$ cat src/rtl/mac_vec_engine.sv
// Sequential multiply-accumulate over len operand pairs (a*b summed into an ACC_W accumulator).
// Latency: 3 cycles per term plus one DONE cycle; done arrives 3*len+1 cycles after go.
// Backpressure: in_ready is high only in FETCH; in_valid low there stalls the engine cycle-for-cycle.
module mac_vec_engine #(
  parameter int DATA_W   = 8,
  parameter int LEN_W    = 8,
  parameter int ACC_W    = 2*DATA_W+LEN_W,
  parameter int SIGNED   = 0,
  parameter int SATURATE = 0
) (
  input  logic              clk,
  input  logic              rst,
  input  logic              go,
  input  logic [LEN_W-1:0]  len,
  input  logic [DATA_W-1:0] a_in,
  input  logic [DATA_W-1:0] b_in,
  input  logic              in_valid,
  output logic              in_ready,
  output logic              busy,
  output logic              done,
  output logic [ACC_W-1:0]  result,
  output logic              ovf
);

  localparam int PW = 2*DATA_W;

  generate
    if (ACC_W < 2*DATA_W) begin : g_bad_acc_w
      $error("mac_vec_engine: ACC_W must be at least 2*DATA_W");
    end
  endgenerate

  typedef enum logic [2:0] {
    S_IDLE  = 3'd0,
    S_FETCH = 3'd1,
    S_MULT  = 3'd2,
    S_ACCUM = 3'd3,
    S_DONE  = 3'd4
  } state_t;

  state_t              state_q;
  logic [ACC_W-1:0]    acc_q;
  logic [LEN_W-1:0]    cnt_q;
  logic [DATA_W-1:0]   a_q;
  logic [DATA_W-1:0]   b_q;
  logic [PW-1:0]       prod_q;
  logic [ACC_W-1:0]    result_q;
  logic                ovf_q;
  logic                busy_q;
  logic                done_q;
  logic                rdy_q;

  logic [PW-1:0]       prod_d;
  logic [ACC_W-1:0]    ext_d;
  logic [ACC_W-1:0]    sum_d;
  logic                carry_d;
  logic                ovf_hit_d;
  logic [ACC_W-1:0]    acc_d;

  localparam logic [ACC_W-1:0] UMAX = {ACC_W{1'b1}};
  localparam logic [ACC_W-1:0] SMAX = {1'b0, {(ACC_W-1){1'b1}}};
  localparam logic [ACC_W-1:0] SMIN = {1'b1, {(ACC_W-1){1'b0}}};

  // Product, operand extension, accumulate sum with overflow detection and optional clamp
  always_comb begin
    prod_d    = '0;
    ext_d     = '0;
    sum_d     = '0;
    carry_d   = 1'b0;
    ovf_hit_d = 1'b0;
    acc_d     = '0;
    if (SIGNED != 0) begin
      prod_d = PW'($signed(a_q)) * PW'($signed(b_q));
      ext_d  = ACC_W'($signed(prod_q));
    end else begin
      prod_d = PW'(a_q) * PW'(b_q);
      ext_d  = ACC_W'(prod_q);
    end
    {carry_d, sum_d} = {1'b0, acc_q} + {1'b0, ext_d};
    if (SIGNED != 0) begin
      // Signed overflow: both addends share a sign that the sum does not
      ovf_hit_d = (acc_q[ACC_W-1] == ext_d[ACC_W-1]) && (sum_d[ACC_W-1] != acc_q[ACC_W-1]);
    end else begin
      ovf_hit_d = carry_d;
    end
    acc_d = sum_d;
    if (ovf_hit_d && (SATURATE != 0)) begin
      if (SIGNED != 0) begin
        acc_d = acc_q[ACC_W-1] ? SMIN : SMAX;
      end else begin
        acc_d = UMAX;
      end
    end
  end

  // Control FSM with datapath registers and registered Moore outputs
  always_ff @(posedge clk) begin
    if (rst) begin
      state_q  <= S_IDLE;
      acc_q    <= '0;
      cnt_q    <= '0;
      a_q      <= '0;
      b_q      <= '0;
      prod_q   <= '0;
      result_q <= '0;
      ovf_q    <= 1'b0;
      busy_q   <= 1'b0;
      done_q   <= 1'b0;
      rdy_q    <= 1'b0;
    end else begin
      case (state_q)
        S_IDLE: begin
          if (go) begin
            acc_q  <= '0;
            ovf_q  <= 1'b0;
            busy_q <= 1'b1;
            if (len != '0) begin
              cnt_q   <= len;
              rdy_q   <= 1'b1;
              state_q <= S_FETCH;
            end else begin
              cnt_q    <= '0;
              result_q <= '0;
              done_q   <= 1'b1;
              state_q  <= S_DONE;
            end
          end
        end
        S_FETCH: begin
          if (in_valid) begin
            a_q     <= a_in;
            b_q     <= b_in;
            rdy_q   <= 1'b0;
            state_q <= S_MULT;
          end
        end
        S_MULT: begin
          prod_q  <= prod_d;
          state_q <= S_ACCUM;
        end
        S_ACCUM: begin
          acc_q <= acc_d;
          cnt_q <= cnt_q - 1'b1;
          if (ovf_hit_d) begin
            ovf_q <= 1'b1;
          end
          if (cnt_q == LEN_W'(1)) begin
            result_q <= acc_d;
            done_q   <= 1'b1;
            state_q  <= S_DONE;
          end else begin
            rdy_q   <= 1'b1;
            state_q <= S_FETCH;
          end
        end
        S_DONE: begin
          done_q  <= 1'b0;
          busy_q  <= 1'b0;
          state_q <= S_IDLE;
        end
        default: begin
          done_q  <= 1'b0;
          busy_q  <= 1'b0;
          rdy_q   <= 1'b0;
          state_q <= S_IDLE;
        end
      endcase
    end
  end

  assign in_ready = rdy_q;
  assign busy     = busy_q;
  assign done     = done_q;
  assign result   = result_q;
  assign ovf      = ovf_q;

endmodule
$ cat config.mk
export PLATFORM = sky130hd
export DESIGN_NAME = mac_vec_engine
export DESIGN_NICKNAME = d
export VERILOG_FILES = /design/src/rtl/mac_vec_engine.sv
export SDC_FILE = /design/constraint.sdc
export NUM_CORES = 1
export LEC_CHECK = 0
export ABC_AREA = 1
export CORE_ASPECT_RATIO = 0.75
export CORE_MARGIN = 3
export CORE_UTILIZATION = 60
export CTS_CLUSTER_SIZE = 40
export DETAILED_ROUTE_END_ITERATION = 16
export GPL_ROUTABILITY_DRIVEN = 0
export GPL_TIMING_DRIVEN = 0
export PLACE_DENSITY_LB_ADDON = 0.05
export REMOVE_ABC_BUFFERS = 1
export SETUP_SLACK_MARGIN = 0.02
export SLEW_MARGIN = 10
export SYNTH_ARGS = -nofsm -noshare
export SYNTH_HDL_FRONTEND = slang
export SYNTH_SLANG_ARGS = --single-unit
$ cat constraint.sdc
create_clock -name clk -period 5.8 [get_ports clk]
set_clock_uncertainty 0.05 [all_clocks]
set_input_delay 0.87 -clock clk [delete_from_list [all_inputs] [get_ports clk]]
set_output_delay 0.87 -clock clk [all_outputs]
set_load 0.02 [all_outputs]
==> impl_metrics.json, run 1 <==
{
  "dieArea_sq_mm": 0.0135,
  "overflow": 0,
  "total_power_uw": 1700,
  "root_buffer": "clkbuf_16",
  "r2r_cells": 17,
  "worstHoldEndpoint": "ovf$_SDFFE_PP0P_",
  "min-delay-path-class": "flop to flop",
  "grt_pass1_vias": 6059,
  "pwr-share-seq": 0.450,
  "setup_tns_ns": 0,
  "peakVddDrop_uv": 205,
  "rsz0062_at_grt": "false",
  "die-width_microns": 133,
  "layout-drive-gt1-share": 0.0300,
  "final_nets": 1246,
  "critPathRequiredTime_ns": 5.98,
  "drt_iter0_markers": 576,
  "max_freq_mhz": 219,
  "period_share": 0.788,
  "start_util": 0.621,
  "syn_to_final_growth_pct": 12.3,
  "setup_violations": 0,
  "worstPathArrival_ns": 4.75,
  "final_common_cell": "nand2_1",
  "p_leak_uw": 0.00436,
  "vias": 6736,
  "clk_pin_slew_ns": 0.07,
  "port_buffers": 55,
  "syn-cell-area_sq_mm": 0.00727,
  "path_class": "flop to flop",
  "setup_ws_ns": 1.23,
  "pwr-share-clk": 0.350,
  "grt_pass1_wl_microns": 28600,
  "drt_wl_total_microns": 16800,
  "status": "finished, final reports clean",
  "n_antenna_cell": 0,
  "worst-path-max-fanout": 9,
  "cts_tree": "yes",
  "cts.sinks": 95,
  "p_int_uw": 1160,
  "wl_met2_microns": 6590,
  "grt_start_max_net_pins": 52,
  "clk_latency_ns": 0.35,
  "cap_violations": 0,
  "critical_path.endpoint_type": "flop",
  "place_hpwl_microns": 12800,
  "cts_setup_buffers": 0,
  "regArea_sq_mm": 0.00190,
  "top_layer": "met4",
  "swShare": 0.317,
  "synth_cells": 1100,
  "rows": 34,
  "slew_headroom": 0.333,
  "most-common-layout-cells": "289 x nand2_1, 206 x inv_1, 114 x nor2_1",
  "ys_types": 38,
  "pre_cts_ws_ns": 1.32,
  "multiInputGateArea_sq_mm": 0.00440,
  "hold_buffers": 0,
  "synth-seq-area-share": 0.262,
  "fill_cells": 1049,
  "r2r_start": "a_q[1]$_SDFFE_PP0P_",
  "cts.repair.resized": 0,
  "antenna_found_initial": 0,
  "firstDrtPassIters": 5,
  "met3_length_microns": 1240,
  "viasPerCell": 5.21,
  "switchingPower_uw": 540,
  "drc": 0,
  "routedWlPerCell_microns": 12.9,
  "power_frac_comb": 0.200,
  "synth.yosys.warnings": 0,
  "hold_viol": 0,
  "hold-path-cell-count": 2,
  "reg2reg_to": "prod_q[12]$_SDFFE_PP0P_",
  "clockBufferDepth": 2,
  "drtAntennaViolNets": 0,
  "core_sq_mm": 0.0117,
  "ys_ff_latch": 95,
  "pin_count": 56,
  "holdCritStartpoint": "ovf$_SDFFE_PP0P_",
  "critPathLaunchType": "flop",
  "p_per_area_mw_per_mm2": 208,
  "numCtsBuffers": 9,
  "tightest_slew_ns": 0.997,
  "die_h_microns": 101,
  "min_period_ns": 4.57,
  "r2r_slack_ns": 1.23,
  "m1WireLength_microns": 8760,
  "syn_area_per_cell_sq_um": 6.61,
  "grt.total_usage": 0.257,
  "slew_violations": 0,
  "htreeDepth": 3
}
[area by class of cell]
cell class | instances | share of cell area
clock buffer | 11 | 0.0285
clock inverter | 5 | 0.00705
inverter | 212 | 0.0978
multi-input combinational | 753 | 0.539
sequential | 95 | 0.233
tap | 162 | 0.0248
timing repair buffer | 56 | 0.0702
[cell families (layout without fill, tap and decap cells)]
logic type               count (synthesis)  after routing  share of synthesized area
buffers and inverters                  252            284                      0.134
adder cells (fa/ha/maj)                 91             91                      0.195
flip-flops                              95             95                      0.262
AND/OR/NAND/NOR                        492            492                      0.278
AO/OA/AOI/OAI                          162            162                      0.121
XOR/XNOR                                 8              8                    0.00964
[sequential cells by signal, summed over array words and instances (netlist names)]
name      cells
a_q           8
acc_q        24
b_q           8
busy          1
cnt_q         8
done          1
in_ready      1
ovf           1
prod_q       16
result       24
state_q       3
[per-stage QoR]
step	hold slack (ns)	area, sq um	instances	utilization
3_3_place_gp	0.404	7840	1277	0.670
6_report	0.415	8160	1294	0.698
5_1_grt	0.426	8160	1294	0.698
2_1_floorplan	0.389	7090	1060	-
3_5_place_dp	0.406	7870	1278	0.673
4_1_cts	0.416	8160	1294	0.698
[synthesized netlist by cell type, drive strengths merged]
cell type,n,area share
nand2,291,0.15
inv,212,0.11
nor2,116,0.063
dfxtp,95,0.26
a21oi,77,0.053
o21ai,61,0.042
nand3,57,0.039
ha,54,0.093
fa,37,0.10
clkbuf,30,0.015
buf,10,0.0090
nor3,9,0.0069
o211ai,8,0.0083
nand4,6,0.0052
a31oi,5,0.0043
nand3b,5,0.0052
xor2,5,0.0060
a211oi,4,0.0062
or2,4,0.0034
and2,3,0.0026
xnor2,3,0.0036
o21bai,2,0.0021
o221ai,2,0.0024
a21boi,1,0.0010
a22oi,1,0.0010
nor4,1,0.00086
o22ai,1,0.00086
[critical path, stage by stage (launching register included)]
cell and delay, ns:
dfxtp_1 0.56, nand2_1 0.13, fa_1 0.51, fa_1 0.55
inv_1 0.06, fa_1 0.54, inv_1 0.06, fa_1 0.53
inv_1 0.04, ha_1 0.34, a21oi_1 0.24, inv_1 0.08
o21ai_0 0.32, nand3_1 0.12, nand2_1 0.08, nand3_1 0.06
o211ai_1 0.13, inv_1 0.05
[metal layers]
layer	GRT usage	vias to the layer above
met5	0	-
met4	0.0519	0
met3	0.0462	17
met2	0.377	213
met1	0.397	3037
li1	-	3469
[power groups by stage]
stage	sequential (uW)	combinational (uW)	clock (uW)
6_report	765	341	595
3_5_place_dp	777	339	0
3_3_place_gp	777	329	0
4_1_cts	763	343	602
5_1_grt	772	393	627
2_1_floorplan	757	238	0
[worst max path at each step]
stage / endpoint / cells after the start / slack, ns / startpoint
finish: prod_q[12]$_SDFFE_PP0P_ / 17 / 1.23 / a_q[1]$_SDFFE_PP0P_
global route: prod_q[12]$_SDFFE_PP0P_ / 17 / 0.91 / a_q[1]$_SDFFE_PP0P_
CTS: prod_q[12]$_SDFFE_PP0P_ / 17 / 1.28 / a_q[0]$_SDFFE_PP0P_
detailed placement: prod_q[12]$_SDFFE_PP0P_ / 17 / 1.32 / a_q[0]$_SDFFE_PP0P_
global placement: prod_q[12]$_SDFFE_PP0P_ / 17 / 1.29 / a_q[0]$_SDFFE_PP0P_
floorplan: prod_q[12]$_SDFFE_PP0P_ / 17 / 1.78 / a_q[0]$_SDFFE_PP0P_
(Power assumes the default switching activity.)
==> run 2, diff against run 1 <==
--- a/config.mk
+++ b/config.mk
@@ -8,7 +8,7 @@
 export ABC_AREA = 1
 export CORE_ASPECT_RATIO = 0.75
 export CORE_MARGIN = 3
-export CORE_UTILIZATION = 60
+export CORE_UTILIZATION = 54
 export CTS_CLUSTER_SIZE = 40
 export DETAILED_ROUTE_END_ITERATION = 16
 export GPL_ROUTABILITY_DRIVEN = 0
==> constraint.sdc (replaced) <==
create_clock -name clk -period 4.1 [get_ports clk]
set_clock_uncertainty 0.05 [all_clocks]
set_input_delay 0.615 -clock clk [delete_from_list [all_inputs] [get_ports clk]]
set_output_delay 0.615 -clock clk [all_outputs]
set_load 0.02 [all_outputs]
==> run 2 against run 1 <==
Effect of this change: total power up 42%; hold slack better by 0.00075 ns; final cell count is 1.4% higher; via count shrank 1.4%; sequential share of layout area down 0.23 points; count of clock-buffer cells in the layout fell by 1; maximum frequency is 16% higher; register-to-register slack got worse by 1.1 ns; clock power increased by 33%; first-iteration DRC count is 12% lower; critical path type unchanged; largest cell class unchanged.
==> impl_metrics.json, run 2 (synthesis gave the netlist of run 1 again) <==
{
  "status": "finished, final reports clean",
  "slowest_stage": "fa_1",
  "max_stage_delay_ns": 0.54,
  "die_h_microns": 106,
  "top_layer": "met4",
  "met3_length_microns": 884,
  "routedWlPerCell_microns": 12.8,
  "syn_to_final_growth_pct": 16.6,
  "worstPathArrival_ns": 4.12,
  "startpoint": "b_q[5]$_SDFFE_PP0P_",
  "place_hpwl_microns": 12700,
  "firstDrtPassIters": 5,
  "period_share": 0.958,
  "critical_path.endpoint_type": "flop",
  "viasPerCell": 5.06,
  "r2r_start": "b_q[5]$_SDFFE_PP0P_",
  "antenna_found_initial": 0,
  "grt_pass1_vias": 6069,
  "wl_met2_microns": 6530,
  "p_leak_uw": 0.00444,
  "peakVddDrop_uv": 215,
  "m1WireLength_microns": 9300,
  "htreeDepth": 3,
  "hold_slack_ns": 0.416,
  "drtAntennaViolNets": 0,
  "n_antenna_cell": 0,
  "die-width_microns": 140,
  "root_buffer": "clkbuf_16",
  "start_util": 0.556,
  "total_power_uw": 2410,
  "final_nets": 1255,
  "core_sq_mm": 0.0131,
  "pin_count": 56,
  "grt.total_usage": 0.231,
  "hold_buffers": 0,
  "grt_start_max_net_pins": 52,
  "rows": 36,
  "final_core_util": 0.649,
  "setup_tns_ns": 0,
  "max_freq_mhz": 254,
  "min-delay-path-class": "flop to flop",
  "port_buffers": 55,
  "worst-path-max-fanout": 5,
  "rsz0062_at_grt": "true",
  "crit_buf_inv": 6,
  "slew_headroom": 0.401,
  "critPathRequiredTime_ns": 4.29,
  "worstPathCellList": "buf_6 > nand2_1 > inv_1 > fa_1 > fa_1 > fa_1 > inv_1 > fa_1 > inv_1 > ha_4 > nand2_4 > o21ai_1 > inv_1 > nand2_2 > nand2_1 > nand2_1 > nor2_1 > nor2_1 > nand2_1 > nand2_1 > inv_1",
  "drc": 0,
  "vias": 6641,
  "tightest_slew_ns": 0.895,
  "dieArea_sq_mm": 0.0149,
  "overflow": 0,
  "min_period_ns": 3.93,
  "critPathLaunchType": "flop",
  "grt_pass1_wl_microns": 28600,
  "clockBufferDepth": 2,
  "slew_violations": 0,
  "path_class": "flop to flop",
  "setup_violations": 0,
  "p_per_area_mw_per_mm2": 284,
  "most-common-layout-cells": "279 x nand2_1, 203 x inv_1, 109 x nor2_1",
  "final_common_cell": "nand2_1",
  "layout-drive-gt1-share": 0.0806,
  "cts_tree": "yes",
  "clk_latency_ns": 0.35,
  "holdCritStartpoint": "ovf$_SDFFE_PP0P_",
  "clk_pin_slew_ns": 0.07,
  "hold_viol": 0,
  "numCtsBuffers": 9,
  "cts.sinks": 95,
  "cap_violations": 0,
  "critPathTopFamily": "adder cells",
  "drt_wl_total_microns": 16800,
  "drt_iter0_markers": 508
}
-- run 2: cell count changes in the layout (fill, tap and decap cells not counted), moves of 4 or more --
cell | previous run | this run
nor2_2 | 0 | 4
ha_1 | 54 | 48
nand2_1 | 289 | 279
ha_4 | 0 | 5
nor2_1 | 114 | 109
o21ai_0 | 47 | 42
dfxtp_4 | 0 | 14
a21oi_1 | 77 | 73
nand2_2 | 1 | 8
a21oi_4 | 0 | 4
dfxtp_1 | 95 | 81
buf_4 | 0 | 6
-- run 2: layout make-up --
cell class,instances,area [sq um]
timing repair buffer,65,649
multi-input combinational,753,4580
fill,1239,4590
inverter,212,798
clock inverter,6,43.8
tap,171,214
sequential,95,1950
clock buffer,10,229
-- run 2: power breakdown --
part	internal [uW]	switching (uW)
registers	992	85.3
clock network	416	378
logic	211	325
-- run 2: worst register-to-register path: cells and delay by family (launching register included) --
| family | cells | cell delay, ns |
|---|---|---|
| buf+inv | 6 | 0.42 |
| fa+ha+maj | 5 | 2.29 |
| flops | 1 | 0.38 |
| compound gates | 1 | 0.13 |
| simple gates | 9 | 0.57 |
-- run 2: final timing paths --
kind	endpoint	slack, ns	cells past startpoint
setup / recovery	prod_q[15]$_SDFFE_PP0P_	0.17	21
hold reg to reg	ovf$_SDFFE_PP0P_	0.42	2
hold / removal	ovf$_SDFFE_PP0P_	0.42	2
setup reg to reg	prod_q[15]$_SDFFE_PP0P_	0.17	21
-- run 2: metal layers --
metal	vias up	GRT usage
met3	9	0.0387
met5	-	0
li1	3480	-
met2	137	0.324
met4	0	0.0367
met1	3015	0.373
-- run 2: metrics by stage --
| stage | instances | worst slack, ns | instance area [sq um] |
|---|---|---|---|
| detailed placement | 1288 | -0.362 | 7900 |
| CTS | 1306 | 0.0378 | 8260 |
| floorplan | 1060 | 0.0814 | 7090 |
| finish | 1312 | 0.171 | 8470 |
| global route | 1312 | -0.0210 | 8470 |
| global placement | 1286 | -0.387 | 7850 |
-- run 2: timing repair --
item                       CTS  global route
setup endpoints to repair    8             8
setup buffers                2             6
resized for setup           28            50
pin swaps                    0            20
==> run 3, diff against run 2 <==
--- a/config.mk
+++ b/config.mk
@@ -8,12 +8,11 @@
 export ABC_AREA = 1
 export CORE_ASPECT_RATIO = 0.75
 export CORE_MARGIN = 3
-export CORE_UTILIZATION = 54
+export CORE_UTILIZATION = 40
 export CTS_CLUSTER_SIZE = 40
 export DETAILED_ROUTE_END_ITERATION = 16
 export GPL_ROUTABILITY_DRIVEN = 0
 export GPL_TIMING_DRIVEN = 0
-export PLACE_DENSITY_LB_ADDON = 0.05
 export REMOVE_ABC_BUFFERS = 1
 export SETUP_SLACK_MARGIN = 0.02
 export SLEW_MARGIN = 10
==> run 3 against run 2 <==
Effect of this change: total power increased by 1.7%; first-iteration DRC count is 16% lower; highest routed layer unchanged; non-clock buffer count increased by 15.
==> impl_metrics.json, run 3 (synthesis gave the netlist of run 1 again) <==
{
  "status": "finished, final reports clean",
  "min-delay-path-class": "flop to flop",
  "setup_violations": 0,
  "final_common_cell": "nand2_1",
  "syn_to_final_growth_pct": 19.0,
  "cts.sinks": 95,
  "clk_pin_slew_ns": 0.07,
  "p_leak_uw": 0.00452,
  "r2r_cells": 17,
  "drc": 0,
  "slew_violations": 0,
  "hold_buffers": 0,
  "rsz0062_at_grt": "true",
  "numCtsBuffers": 9,
  "tightest_slew_ns": 1.01,
  "regArea_sq_mm": 0.00195,
  "die_h_microns": 123,
  "drt_iter0_markers": 425,
  "hold-path-cell-count": 2,
  "dpl_cell_area_sq_mm": 0.00801,
  "critical_path.endpoint_type": "flop",
  "rows": 42,
  "worstPathArrival_ns": 4.10,
  "start_util": 0.410,
  "pwr-share-seq": 0.438,
  "period_share": 0.955,
  "grt_pass1_wl_microns": 30300,
  "dieArea_sq_mm": 0.0198,
  "routedWlPerCell_microns": 12.6,
  "vias": 6643,
  "p_per_area_mw_per_mm2": 283,
  "holdCritStartpoint": "ovf$_SDFFE_PP0P_",
  "grt_start_max_net_pins": 47,
  "place_hpwl_microns": 13400,
  "fill_cells": 1873,
  "r2r_start": "b_q[7]$_SDFFE_PP0P_",
  "slew_headroom": 0.323,
  "reg2reg_to": "prod_q[12]$_SDFFE_PP0P_",
  "drt_wl_total_microns": 17600,
  "setup_tns_ns": 0,
  "n_antenna_cell": 0,
  "grtUsageMet1": 0.285,
  "swShare": 0.330,
  "grtUsageMet3": 0.0317,
  "hold_viol": 0,
  "core_sq_mm": 0.0177,
  "met2_usage": 0.277,
  "clockBufferDepth": 2,
  "path_class": "flop to flop",
  "min_period_ns": 3.92,
  "most-common-layout-cells": "278 x nand2_1, 201 x inv_1, 112 x nor2_1",
  "pwr-share-clk": 0.331,
  "critPathRequiredTime_ns": 4.28,
  "root_buffer": "clkbuf_16",
  "critPathLaunchType": "flop",
  "die-width_microns": 162,
  "htreeDepth": 3,
  "grt_pass1_vias": 6342,
  "drtAntennaViolNets": 0,
  "busiest_layer": "met1",
  "overflow": 0,
  "worstHoldEndpoint": "ovf$_SDFFE_PP0P_",
  "cap_violations": 0,
  "r2r_slack_ns": 0.18,
  "antenna_found_initial": 0,
  "viasPerCell": 4.75,
  "p_int_uw": 1640,
  "clk_latency_ns": 0.35,
  "power_frac_comb": 0.231,
  "port_buffers": 55,
  "final_nets": 1270,
  "worst-path-max-fanout": 5,
  "max_freq_mhz": 255,
  "multiInputGateArea_sq_mm": 0.00454,
  "design_area_sq_mm": 0.00865,
  "firstDrtPassIters": 5,
  "switchingPower_uw": 808,
  "peakVddDrop_uv": 191,
  "grt.total_usage": 0.185,
  "pin_count": 56,
  "layout-drive-gt1-share": 0.0934,
  "cts_tree": "yes"
}
==> run 3: layout make-up <==
class / instances / area share
Inverter: 212 / 0.0923
Clock buffer: 9 / 0.0260
Tap cell: 242 / 0.0350
Clock inverter: 7 / 0.00607
Sequential cell: 95 / 0.226
Multi-Input combinational cell: 753 / 0.525
Timing Repair Buffer: 80 / 0.0894
==> run 3: repair_timing <==
item | CTS | global route
resized for setup | 30 | 42
endpoints found under the setup margin | 8 | 8
buffers inserted | 5 | 17
pin swaps | 1 | 22
gates cloned | 0 | 0
==> run 3: power groups by stage <==
stage	registers, uW	logic, uW	clock network (uW)
finish	1070	566	810
global route	1080	652	869
CTS	1080	517	835
detailed placement	1100	489	0
global placement	1100	475	0
floorplan	1070	337	0
==> run 3: worst max path at each step <==
| stage | from | end | slack [ns] | depth (start not counted) |
|---|---|---|---|---|
| 3_5_place_dp | a_q[0]$_SDFFE_PP0P_ | prod_q[12]$_SDFFE_PP0P_ | -0.36 | 17 |
| 2_1_floorplan | a_q[0]$_SDFFE_PP0P_ | prod_q[12]$_SDFFE_PP0P_ | 0.08 | 17 |
| 3_3_place_gp | a_q[0]$_SDFFE_PP0P_ | prod_q[12]$_SDFFE_PP0P_ | -0.45 | 17 |
| 5_1_grt | b_q[2]$_SDFFE_PP0P_ | prod_q[12]$_SDFFE_PP0P_ | -0.01 | 17 |
| 4_1_cts | a_q[2]$_SDFFE_PP0P_ | prod_q[15]$_SDFFE_PP0P_ | 0.02 | 20 |
| 6_report | b_q[7]$_SDFFE_PP0P_ | prod_q[12]$_SDFFE_PP0P_ | 0.18 | 17 |
==> run 3: critical path: stages (launching register included) <==
cell,delay (ns)
dfxtp_4,0.38
buf_4,0.14
nand2_1,0.07
fa_1,0.53
inv_1,0.06
fa_1,0.54
inv_1,0.06
fa_1,0.54
inv_1,0.05
ha_1,0.32
ha_4,0.30
nand2_1,0.11
nor2_2,0.18
nand3_2,0.13
nand4_1,0.11
nand3_1,0.10
o211ai_1,0.09
inv_1,0.05
==> run 3: routing by layer <==
layer	share of wire	vias to the layer above
li1	-	3511
met1	0.55	3028
met2	0.41	97
met3	0.035	7
met4	0.0061	0
met5	0	-
==> run 3: metrics by stage <==
stage / setup slack [ns] / instances / hold WS, ns / util / power, uW
2_1_floorplan: 0.0814 / 1060 / 0.389 / - / 1410
4_1_cts: 0.0217 / 1381 / 0.417 / 0.474 / 2430
5_1_grt: -0.0133 / 1398 / 0.434 / 0.488 / 2600
3_3_place_gp: -0.447 / 1357 / 0.404 / 0.448 / 1580
6_report: 0.184 / 1398 / 0.412 / 0.488 / 2450
3_5_place_dp: -0.364 / 1360 / 0.401 / 0.452 / 1590
